==> config.mk <==
export PLATFORM = sky130hd
export DESIGN_NAME = pe_noc_injector_flat
export DESIGN_NICKNAME = d
export VERILOG_FILES = /design/src/rtl/pe_noc_injector_if.sv /design/src/rtl/pe_noc_injector.sv /design/src/flat_wrapper.sv
export SDC_FILE = /design/constraint.sdc
export NUM_CORES = 1
export LEC_CHECK = 0
export ABC_AREA = 1
export CORE_UTILIZATION = 51
export CTS_CLUSTER_SIZE = 30
export DETAILED_ROUTE_END_ITERATION = 10
export GPL_TIMING_DRIVEN = 0
export PLACE_DENSITY = 0.76
export RECOVER_POWER = 25
export SLEW_MARGIN = 5
export SYNTH_ARGS = -nofsm -noshare
export SYNTH_HDL_FRONTEND = slang
export SYNTH_SLANG_ARGS = --single-unit
==> constraint.sdc <==
create_clock -name clk -period 1.58 [get_ports clk]
set_input_delay 0.158 -clock clk [delete_from_list [all_inputs] [get_ports clk]]
set_output_delay 0.158 -clock clk [all_outputs]
set_load 0.005 [all_outputs]
==> src/rtl/pe_noc_injector_if.sv <==
// Handshake bundle between the neuron, the injector and the switch PE port.
// The slave modport is the injector's view; master is the neuron/switch side.
interface pe_noc_injector_if #(
  parameter int data_width  = 8,
  parameter int total_width = 16
) ();
  logic                   i_valid;
  logic [data_width-1:0]  i_data;
  logic                   o_ready;
  logic                   o_valid_sw;
  logic [total_width-1:0] o_data_sw;
  logic                   i_ready_sw;

  modport slave (
    input  i_valid, i_data, i_ready_sw,
    output o_ready, o_valid_sw, o_data_sw
  );

  modport master (
    output i_valid, i_data, i_ready_sw,
    input  o_ready, o_valid_sw, o_data_sw
  );
endinterface

==> src/rtl/pe_noc_injector.sv <==
// PE transmit interface: FIFO-buffers neuron words and emits one packet per
// destination in row-major order. Macro PE_INJ_SKIP_SELF_EN suppresses self packets.
module pe_noc_injector #(
  parameter int x_coord     = 'd0,
  parameter int y_coord     = 'd0,
  parameter int X           = 4,
  parameter int Y           = 4,
  parameter int data_width  = 8,
  parameter int x_size      = 2,
  parameter int y_size      = 2,
  parameter int total_width = 2*x_size + 2*y_size + data_width,
  parameter int DEPTH       = 4,
  parameter int DEST_X0     = 'd0,
  parameter int DEST_Y0     = 'd1,
  parameter int NUM_DEST    = 2
) (
  input logic              clk,
  input logic              rstn,
  pe_noc_injector_if.slave bus
);

  localparam int PTR_W = $clog2(DEPTH);
  localparam int CNT_W = PTR_W + 1;
  localparam int DC_W  = (NUM_DEST > 1) ? $clog2(NUM_DEST) : 1;

  localparam logic [x_size-1:0] SRC_X    = x_size'(x_coord);
  localparam logic [y_size-1:0] SRC_Y    = y_size'(y_coord);
  localparam logic [x_size-1:0] FIRST_X  = x_size'(DEST_X0);
  localparam logic [y_size-1:0] FIRST_Y  = y_size'(DEST_Y0);
  localparam logic [DC_W-1:0]   LAST_CNT = DC_W'(NUM_DEST - 1);

  typedef enum logic {IDLE, SEND} state_t;

  logic [data_width-1:0]  mem_q [DEPTH];
  logic [PTR_W-1:0]       wr_ptr_q, wr_ptr_d, rd_ptr_q, rd_ptr_d;
  logic [CNT_W-1:0]       count_q, count_d;
  logic                   ready_q, ready_d;
  state_t                 state_q, state_d;
  logic [DC_W-1:0]        dest_cnt_q, dest_cnt_d;
  logic [x_size-1:0]      dst_x_q, dst_x_d, nxt_x;
  logic [y_size-1:0]      dst_y_q, dst_y_d, nxt_y;
  logic                   valid_q, valid_d;
  logic [total_width-1:0] data_q, data_d;
  logic                   push, pop, advance, first_vld, next_vld;
  logic [data_width-1:0]  head, next_head;

  function automatic logic [total_width-1:0] pack(input logic [data_width-1:0] p,
                                                  input logic [x_size-1:0] dx,
                                                  input logic [y_size-1:0] dy);
    return {p, SRC_X, SRC_Y, dx, dy};
  endfunction

  // Row-major step; the Y wrap only guards against an out-of-range configuration.
  function automatic logic [x_size+y_size-1:0] next_dest(input logic [x_size-1:0] x,
                                                         input logic [y_size-1:0] y);
    logic [x_size-1:0] nx;
    logic [y_size-1:0] ny;
    nx = x + x_size'(1);
    ny = y;
    if (int'(x) == X - 1) begin
      nx = '0;
      ny = (int'(y) == Y - 1) ? '0 : y + y_size'(1);
    end
    return {nx, ny};
  endfunction

  assign {nxt_x, nxt_y} = next_dest(dst_x_q, dst_y_q);
  assign head           = mem_q[rd_ptr_q];
  assign next_head      = mem_q[rd_ptr_q + PTR_W'(1)];

`ifdef PE_INJ_SKIP_SELF_EN
  // A suppressed self slot carries valid=0 and moves on without waiting for the switch.
  assign first_vld = !((DEST_X0 == x_coord) && (DEST_Y0 == y_coord));
  assign next_vld  = !((int'(nxt_x) == x_coord) && (int'(nxt_y) == y_coord));
  assign advance   = valid_q ? bus.i_ready_sw : 1'b1;
`else
  assign first_vld = 1'b1;
  assign next_vld  = 1'b1;
  assign advance   = valid_q & bus.i_ready_sw;
`endif

  assign push     = bus.i_valid & ready_q;
  assign wr_ptr_d = wr_ptr_q + PTR_W'(push);
  assign rd_ptr_d = rd_ptr_q + PTR_W'(pop);
  assign count_d  = count_q + CNT_W'(push) - CNT_W'(pop);
  assign ready_d  = (count_d != CNT_W'(DEPTH));

  always_comb begin
    state_d    = state_q;
    dest_cnt_d = dest_cnt_q;
    dst_x_d    = dst_x_q;
    dst_y_d    = dst_y_q;
    valid_d    = valid_q;
    data_d     = data_q;
    pop        = 1'b0;
    case (state_q)
      IDLE: begin
        if (count_q != '0) begin
          state_d    = SEND;
          dest_cnt_d = '0;
          dst_x_d    = FIRST_X;
          dst_y_d    = FIRST_Y;
          valid_d    = first_vld;
          data_d     = pack(head, FIRST_X, FIRST_Y);
        end
      end
      SEND: begin
        if (advance) begin
          if (dest_cnt_q == LAST_CNT) begin
            pop = 1'b1;
            // Chain straight into the next queued word so back-to-back words have no bubble.
            if (count_q > CNT_W'(1)) begin
              dest_cnt_d = '0;
              dst_x_d    = FIRST_X;
              dst_y_d    = FIRST_Y;
              valid_d    = first_vld;
              data_d     = pack(next_head, FIRST_X, FIRST_Y);
            end else begin
              valid_d = 1'b0;
              state_d = IDLE;
            end
          end else begin
            dest_cnt_d = dest_cnt_q + DC_W'(1);
            dst_x_d    = nxt_x;
            dst_y_d    = nxt_y;
            valid_d    = next_vld;
            data_d     = pack(head, nxt_x, nxt_y);
          end
        end
      end
      default: state_d = IDLE;
    endcase
  end

  always_ff @(posedge clk) begin
    if (push) mem_q[wr_ptr_q] <= bus.i_data;
  end

  always_ff @(posedge clk or negedge rstn) begin
    if (!rstn) begin
      wr_ptr_q   <= '0;
      rd_ptr_q   <= '0;
      count_q    <= '0;
      ready_q    <= 1'b1;
      state_q    <= IDLE;
      dest_cnt_q <= '0;
      dst_x_q    <= '0;
      dst_y_q    <= '0;
      valid_q    <= 1'b0;
      data_q     <= '0;
    end else begin
      wr_ptr_q   <= wr_ptr_d;
      rd_ptr_q   <= rd_ptr_d;
      count_q    <= count_d;
      ready_q    <= ready_d;
      state_q    <= state_d;
      dest_cnt_q <= dest_cnt_d;
      dst_x_q    <= dst_x_d;
      dst_y_q    <= dst_y_d;
      valid_q    <= valid_d;
      data_q     <= data_d;
    end
  end

  assign bus.o_ready    = ready_q;
  assign bus.o_valid_sw = valid_q;
  assign bus.o_data_sw  = data_q;

endmodule

==> src/flat_wrapper.sv <==
// flat-port wrapper written by rule: the top's interface ports become plain ports
module pe_noc_injector_flat 
#(
  parameter int x_coord     = 'd0,
  parameter int y_coord     = 'd0,
  parameter int X           = 4,
  parameter int Y           = 4,
  parameter int data_width  = 8,
  parameter int x_size      = 2,
  parameter int y_size      = 2,
  parameter int total_width = 2*x_size + 2*y_size + data_width,
  parameter int DEPTH       = 4,
  parameter int DEST_X0     = 'd0,
  parameter int DEST_Y0     = 'd1,
  parameter int NUM_DEST    = 2
)
  (clk, rstn, bus_i_valid, bus_i_data, bus_i_ready_sw, bus_o_ready, bus_o_valid_sw, bus_o_data_sw);
  pe_noc_injector_if #(.data_width(data_width), .total_width(total_width)) bus_i ();
  input logic clk;
  input logic rstn;
  input wire logic [$bits(bus_i.i_valid)-1:0] bus_i_valid;
  input wire logic [$bits(bus_i.i_data)-1:0] bus_i_data;
  input wire logic [$bits(bus_i.i_ready_sw)-1:0] bus_i_ready_sw;
  output wire logic [$bits(bus_i.o_ready)-1:0] bus_o_ready;
  output wire logic [$bits(bus_i.o_valid_sw)-1:0] bus_o_valid_sw;
  output wire logic [$bits(bus_i.o_data_sw)-1:0] bus_o_data_sw;
  assign bus_i.i_valid = bus_i_valid;
  assign bus_i.i_data = bus_i_data;
  assign bus_i.i_ready_sw = bus_i_ready_sw;
  assign bus_o_ready = bus_i.o_ready;
  assign bus_o_valid_sw = bus_i.o_valid_sw;
  assign bus_o_data_sw = bus_i.o_data_sw;
  pe_noc_injector #(.x_coord(x_coord), .y_coord(y_coord), .X(X), .Y(Y), .data_width(data_width), .x_size(x_size), .y_size(y_size), .total_width(total_width), .DEPTH(DEPTH), .DEST_X0(DEST_X0), .DEST_Y0(DEST_Y0), .NUM_DEST(NUM_DEST)) u_core (.clk(clk), .rstn(rstn), .bus(bus_i));
endmodule
==> impl_results.md <==
* Status: finished, violations left
* Failing checks: negative setup slack
* First-pass GRT wire length at 9.89 mm
* Crit-path cells: buf_6 -> nand2_8 -> buf_8 -> o21ai_2 -> nand2_1 -> ha_2 -> fa_2 -> xnor2_2 -> nand2_1
* Max Freq at 598 MHz
* # IOs at 30
* Clk_skew at 0.00711 ns
* Post-route design area at 3370 sq um
* Post-DR vias/cell at 5.10
* Slew @ Worst Pin at 1.05 ns
* Final Util at 64.7%
* P_leak at 0.00158 uW
* I/O Buffers at 25
* DRC Markers at 0
* DRT Pass-1 Iters at 4
* DR WL/cell at 13.8 microns
* Slew headroom at 29.6%
* Floorplan row count at 26
* Worst EP required at 1.82 ns
* RR Endpoint: u_core.bus.o_ready
* CP Capture Type: flop
* Flops & latches, synth at 55
* Initial DRC Count at 161
* Setup TNS at -1.37 ns
* Nets@finish at 372
* Pin count of the biggest net entering global routing at 24
* Detail Route Antenna Nets at 0
* Clock Sinks at 55
* Die Span Y at 76.4 microns
* Critical path type: reg -> reg
* Startpoint type of the worst setup path: flop
* Worst EP arrival at 1.91 ns
* GRT Total Usage at 22.1%
* Post-synthesis sequential area ratio at 54.4%
* Final count of negative-setup-slack endpoints at 26
* CTS Buf Count at 5
* CTS Root Cell: clkbuf_8
* R2R Setup Slk at -0.09 ns
* Total grt overflow at 0
* Clock network latency to the later pin of the worst-skew pair at 0.31 ns
* Vias in the first global route at 2,107
* Synth Warn # at 0
* Die Wd at 76.4 microns
* Fillers at 430
* Hpwl dp at 4.00 mm
* Effective utilization at floorplan at 54.3%
* Max clock buf depth at 2
* Final hold vios at 0
* Final WS setup at -0.0921 ns
* Final worst-path cycle share at 106%
* Cells after synthesis at 313
* Core area at 5200 sq um
* Hold WS at 0.418 ns
* Slowest stage delay, CP at 0.35 ns
* Power Density at 987 nW/um^2
* Antenna diodes at 0
* Reg2reg start: u_core.state_q
* Clock slew at reported path FFs at 0.09 ns
* Critical path's most frequent cell: nand2_1
* Area Growth Syn to Fin at 19.1%
* Final min period at 1.67 ns
* Vias after detailed routing at 2,167
* CP startpoint: u_core.state_q
* Full die area at 5840 sq um
* Total routed wirelength at 5.88 mm
* Yosys cell types at 29
* CP max-delay cell: dfrtp_1
* Synthesized area per cell at 9.03 sq um
* Max VDD drop at 0.666 mV
* TritonCTS clock tree: done
* MaxCap Viol Count at 0
* Share of layout cells above drive strength 1 at 16.9%
* Hold Path Class: in -> async
* Hold-fix buffers, CTS at 0
* Worst R2R Path Depth at 9
* Placed Area at 3210 sq um
* Setup WS pre-CTS at -0.389 ns
* Post-Syn Area at 2830 sq um
* Initial antenna violation count at 0
* Gpl congestion at 0.837
* H-tree depth at 2
* Slew Viols, Final at 0
* RSZ-0062 raised after global routing: true
* Commonest non-fill, non-tap cell in the layout: nand2_1
* Max FO, Critical Path at 4
* Most frequent cells in the layout: nand2_1, nand3_1, inv_1
## critical path: cells and delay by family, from the launching register on
| kind | cells | cell delay [ns] |
|---|---|---|
| AOI/OAI and AO/OA | 1 | 0.10 |
| xor gates and xnor gates | 1 | 0.19 |
| adders and majority gates | 2 | 0.52 |
| buffers and inverters | 2 | 0.24 |
| DFF | 1 | 0.35 |
| and+or+nand+nor | 3 | 0.20 |
## cells by family (layout without fill, tap and decap cells)
kind of cell,after synthesis,after routing,share of synthesized area [%]
AND/OR/NAND/NOR,175,175,27.7
buffers and inverters,60,99,11.5
flip-flops,55,55,54.4
AO/OA/AOI/OAI,13,13,2.44
adder cells (fa/ha/maj),6,6,2.92
XOR/XNOR,3,3,0.930
other,1,4,0.133
## cell usage after synthesis
| library cell | number | area share [%] |
|---|---|---|
| buf_8 | 1 | 0.53 |
| buf_6 | 6 | 2.4 |
| ha_1 | 5 | 2.2 |
| nor3_1 | 4 | 0.71 |
| xor2_1 | 2 | 0.62 |
| nor2_4 | 2 | 0.80 |
| a21oi_2 | 1 | 0.31 |
| and3_1 | 1 | 0.22 |
| edfxtp_1 | 32 | 34 |
| conb_1 | 1 | 0.13 |
| xnor2_1 | 1 | 0.31 |
| nand2_2 | 12 | 2.7 |
| nand3_1 | 43 | 7.6 |
| nand2_1 | 102 | 14 |
| nand2_4 | 1 | 0.40 |
| inv_4 | 1 | 0.22 |
| nand3_2 | 1 | 0.35 |
| dfstp_2 | 1 | 0.93 |
| nor2_2 | 2 | 0.44 |
| dfrtp_1 | 22 | 19 |
| o21ai_0 | 3 | 0.53 |
| fa_1 | 1 | 0.71 |
| inv_1 | 42 | 5.6 |
| buf_12 | 1 | 0.71 |
| buf_4 | 6 | 1.6 |
| clkinv_2 | 1 | 0.18 |
| inv_2 | 2 | 0.27 |
| nor2_1 | 7 | 0.93 |
| a21oi_1 | 9 | 1.6 |
## metrics by stage
step / cells / total power, uW
after floorplan: 316 / 2330
after global placement: 411 / 2500
after detailed placement: 411 / 2540
after CTS: 424 / 3260
after global routing: 425 / 3510
final: 425 / 3320
## sequential cells by signal, indices dropped and copies added, names as in the netlist
register               count
u_core.bus.o_data_sw      10
u_core.bus.o_ready         1
u_core.bus.o_valid_sw      1
u_core.count_q             3
u_core.dest_cnt_q          1
u_core.dst_x_q             1
u_core.dst_y_q             1
u_core.mem_q              32
u_core.rd_ptr_q            2
u_core.state_q             1
u_core.wr_ptr_q            2
## layer usage
layer / wire length, microns / vias to the layer above / track usage [%]
met1: 2520 / 998 / 28.6
met2: 2910 / 92 / 35.9
li1: - / 1063 / -
met3: 344 / 14 / 5.39
met5: 0 / - / 0
met4: 108 / 0 / 8.46
## area by class of cell
cell class / count / area, sq um / area share (%)
flip-flops and latches: 55 / 1540 / 45.7
multi-input cells: 201 / 1040 / 30.8
repair buffers: 31 / 295 / 8.77
inverters: 46 / 176 / 5.24
plain buffers: 14 / 151 / 4.50
well taps: 70 / 87.6 / 2.60
clock buffers: 8 / 80.1 / 2.38
## power by group
group | switching [uW] | internal, uW
clock network | 425 | 316
logic | 405 | 270
registers | 127 | 1780
total | 957 | 2370
## worst max-delay path by stage
stage	endpoint	cells after the start
after CTS	u_core.mem_q[2][3]	2
final	u_core.bus.o_ready	9
after detailed placement	u_core.bus.o_ready	9
after global routing	u_core.bus.o_ready	9
after global placement	u_core.bus.o_ready	9
after floorplan	u_core.bus.o_ready	9
## repair_timing
| action | in CTS | in global routing |
|---|---|---|
| pin swaps | 0 | 2 |
| resized for setup | 2 | 4 |
| endpoints found under the setup margin | 35 | 35 |
| setup buffers | 5 | 1 |
Note: power is estimated with default switching activity, not from simulation.
==> RTL edit (config.mk and constraints unchanged) <==
Build with the macro `PE_INJ_SKIP_SELF_EN` defined.
--- a/src/rtl/pe_noc_injector.sv
+++ b/src/rtl/pe_noc_injector.sv
@@ -1,4 +1,6 @@
 // PE transmit interface: FIFO-buffers neuron words and emits one packet per
 // destination in row-major order. Macro PE_INJ_SKIP_SELF_EN suppresses self packets.
+`define PE_INJ_SKIP_SELF_EN
+
 module pe_noc_injector #(
   parameter int x_coord     = 'd0,
Formal check against the unedited RTL: same outputs for any inputs over 10 cycles, from zero or initial values and one cycle with rstn low; that may be too few to reach the edited logic, so the function may still have changed.
==> RTL edit against the original RTL <==
  * The run still ends with setup timing left
  * Critical path depth stayed put
  * Via count barely moved
  * Highest routed layer unchanged
  * Synthesized area grew 1.6%
  * Setup slack got worse by 0.12 ns
  * Sequential cell count did not move
  * Cell area increased by 3.5%
  * Critical endpoint unchanged
  * Wire length up 2.1%
Power is not compared: it rests on default switching activity, and its combinational part moved more than twofold at a synthesized area within 25%.
==> RTL edit: results (changes against the original RTL) <==
Cells and area
  • Fillers: 412 (was 430)
  • Share of post-route cells with drive strength above 1: 0.210 (was 0.169)
  • Nets: 381 (was 372)

STA
  • Setup TNS Final: -2.99 ns (was -1.37 ns)
  • Worst slew margin: 0.279 (was 0.296)
  • Final setup margin: -0.210 ns (was -0.0921 ns)
  • Final setup fails: 19 (was 26)
  • Setup Skew: 0.00674 ns (was 0.00711 ns)

Status
  • Failing checks: setup timing (unchanged)
  • Status: finished, violations left (unchanged)

Global routing
  • First-pass GRT wire length: 9610 um (was 9890 um)

Run
  • Max-cap violations: 0 (unchanged)

Synth
  • Commonest cells in the netlist: 97 x nand2_1, 43 x inv_1, 34 x nand3_1 (was 102 x nand2_1, 43 x nand3_1, 42 x inv_1)
  • Adder-cell share of the synthesized area: 0.0375 (was 0.0292)
  • Top cells by area, synth: edfxtp_1 33%, dfrtp_1 19%, nand2_1 13% (was edfxtp_1 34%, dfrtp_1 19%, nand2_1 14%)
  • Register area share after synthesis: 0.536 (was 0.544)
  • Post-synthesis xor/xnor area fraction: 0.00916 (was 0.00930)
  • Compound-Gate Fraction of Synth Area: 0.0279 (was 0.0244)

Critical path
  • CP max stage cell: fa_2 (was dfrtp_1)
  • CP max FO: 2 (was 4)
  • Crit path DAT: 2.04 ns (was 1.91 ns)

Route
  • Routed WL: 6000 um (was 5880 um)
  • 1st-iter DRT viols: 145 (was 161)
  • Routed vias: 2166 (was 2167)

Place
  • Post-DP HPWL: 3860 um (was 4000 um)
  • Final GP Congestion: 0.861 (was 0.837)
  • Placement Setup Slack: -0.501 ns (was -0.389 ns)

Clock tree
  • Clock Latency Late Sink: about 0.3 ns
RTL edit: cell type report:
| class | count | area (um^2) | share of cell area |
|---|---|---|---|
| flip-flops and latches | 55 | 1540 | 0.442 |
| multi-input cells | 200 | 1110 | 0.319 |
| repair buffers | 37 | 363 | 0.104 |
| inverters | 50 | 194 | 0.0557 |
| plain buffers | 12 | 98.8 | 0.0284 |
| well taps | 70 | 87.6 | 0.0251 |
| clock buffers | 7 | 86.3 | 0.0248 |
| clock inverters | 1 | 5.00 | 0.00144 |
RTL edit: metal layers:
metal,vias up,GRT usage,routed length [um]
met2,86,0.341,2940
met1,989,0.272,2480
met4,0,0.132,98
met3,10,0.0417,491
li1,1081,-,-
met5,-,0,0
RTL edit: power by group through the flow:
stage	registers, mW	clock network [mW]	logic (mW)
after floorplan	2.29	0	2.48
after global placement	2.30	0	3.42
after detailed placement	2.32	0	3.50
after CTS	2.30	0.795	3.65
after global routing	2.35	0.842	4.25
final	2.30	0.785	3.84
RTL edit: kinds of logic after synthesis:
group | count (synthesis)
and+or+nand+nor | 171
buffers and inverters | 63
DFF | 55
AOI/OAI and AO/OA | 14
adders and majority gates | 8
xor gates and xnor gates | 3
other | 1
RTL edit: worst reg2reg max path, cell delays in order (launching register included):
cell and delay, ns:
dfrtp_1 0.38, inv_2 0.06, nor2_4 0.10, nor2_2 0.06, ha_1 0.28, inv_2 0.04
ha_4 0.15, fa_2 0.58, nor2_2 0.04, nand2_1 0.05
RTL edit: repair_timing:
action | CTS | global route
endpoints found under the setup margin | 36 | 46
resized for setup | 5 | 6
setup buffers | 7 | 5
pin swaps | 3 | 6
RTL edit: final timing paths:
kind	from	to	slack [ns]	cells past startpoint
max	u_core.bus.o_valid_sw	u_core.bus.o_ready	-0.21	9
min	rstn	u_core.bus.o_data_sw[8]	0.43	1
max reg2reg	u_core.bus.o_valid_sw	u_core.bus.o_ready	-0.21	9
min reg2reg	u_core.bus.o_data_sw[8]	u_core.bus.o_data_sw[8]	0.49	2
max in group asynchronous	rstn	u_core.state_q	0.43	1
min in group clk	u_core.bus.o_data_sw[8]	u_core.bus.o_data_sw[8]	0.49	2
RTL edit: through the flow:
stage | area [um^2] | utilization | cells | power [mW] | hold WS, ns
2_1_floorplan | 2920 | - | 318 | 4.77 | -0.138
5_1_grt | 3480 | 0.661 | 432 | 7.44 | 0.520
4_1_cts | 3410 | 0.647 | 427 | 6.74 | 0.467
3_3_place_gp | 3260 | 0.618 | 413 | 5.72 | 0.475
6_report | 3480 | 0.661 | 432 | 6.92 | 0.431
3_5_place_dp | 3260 | 0.618 | 413 | 5.82 | 0.474
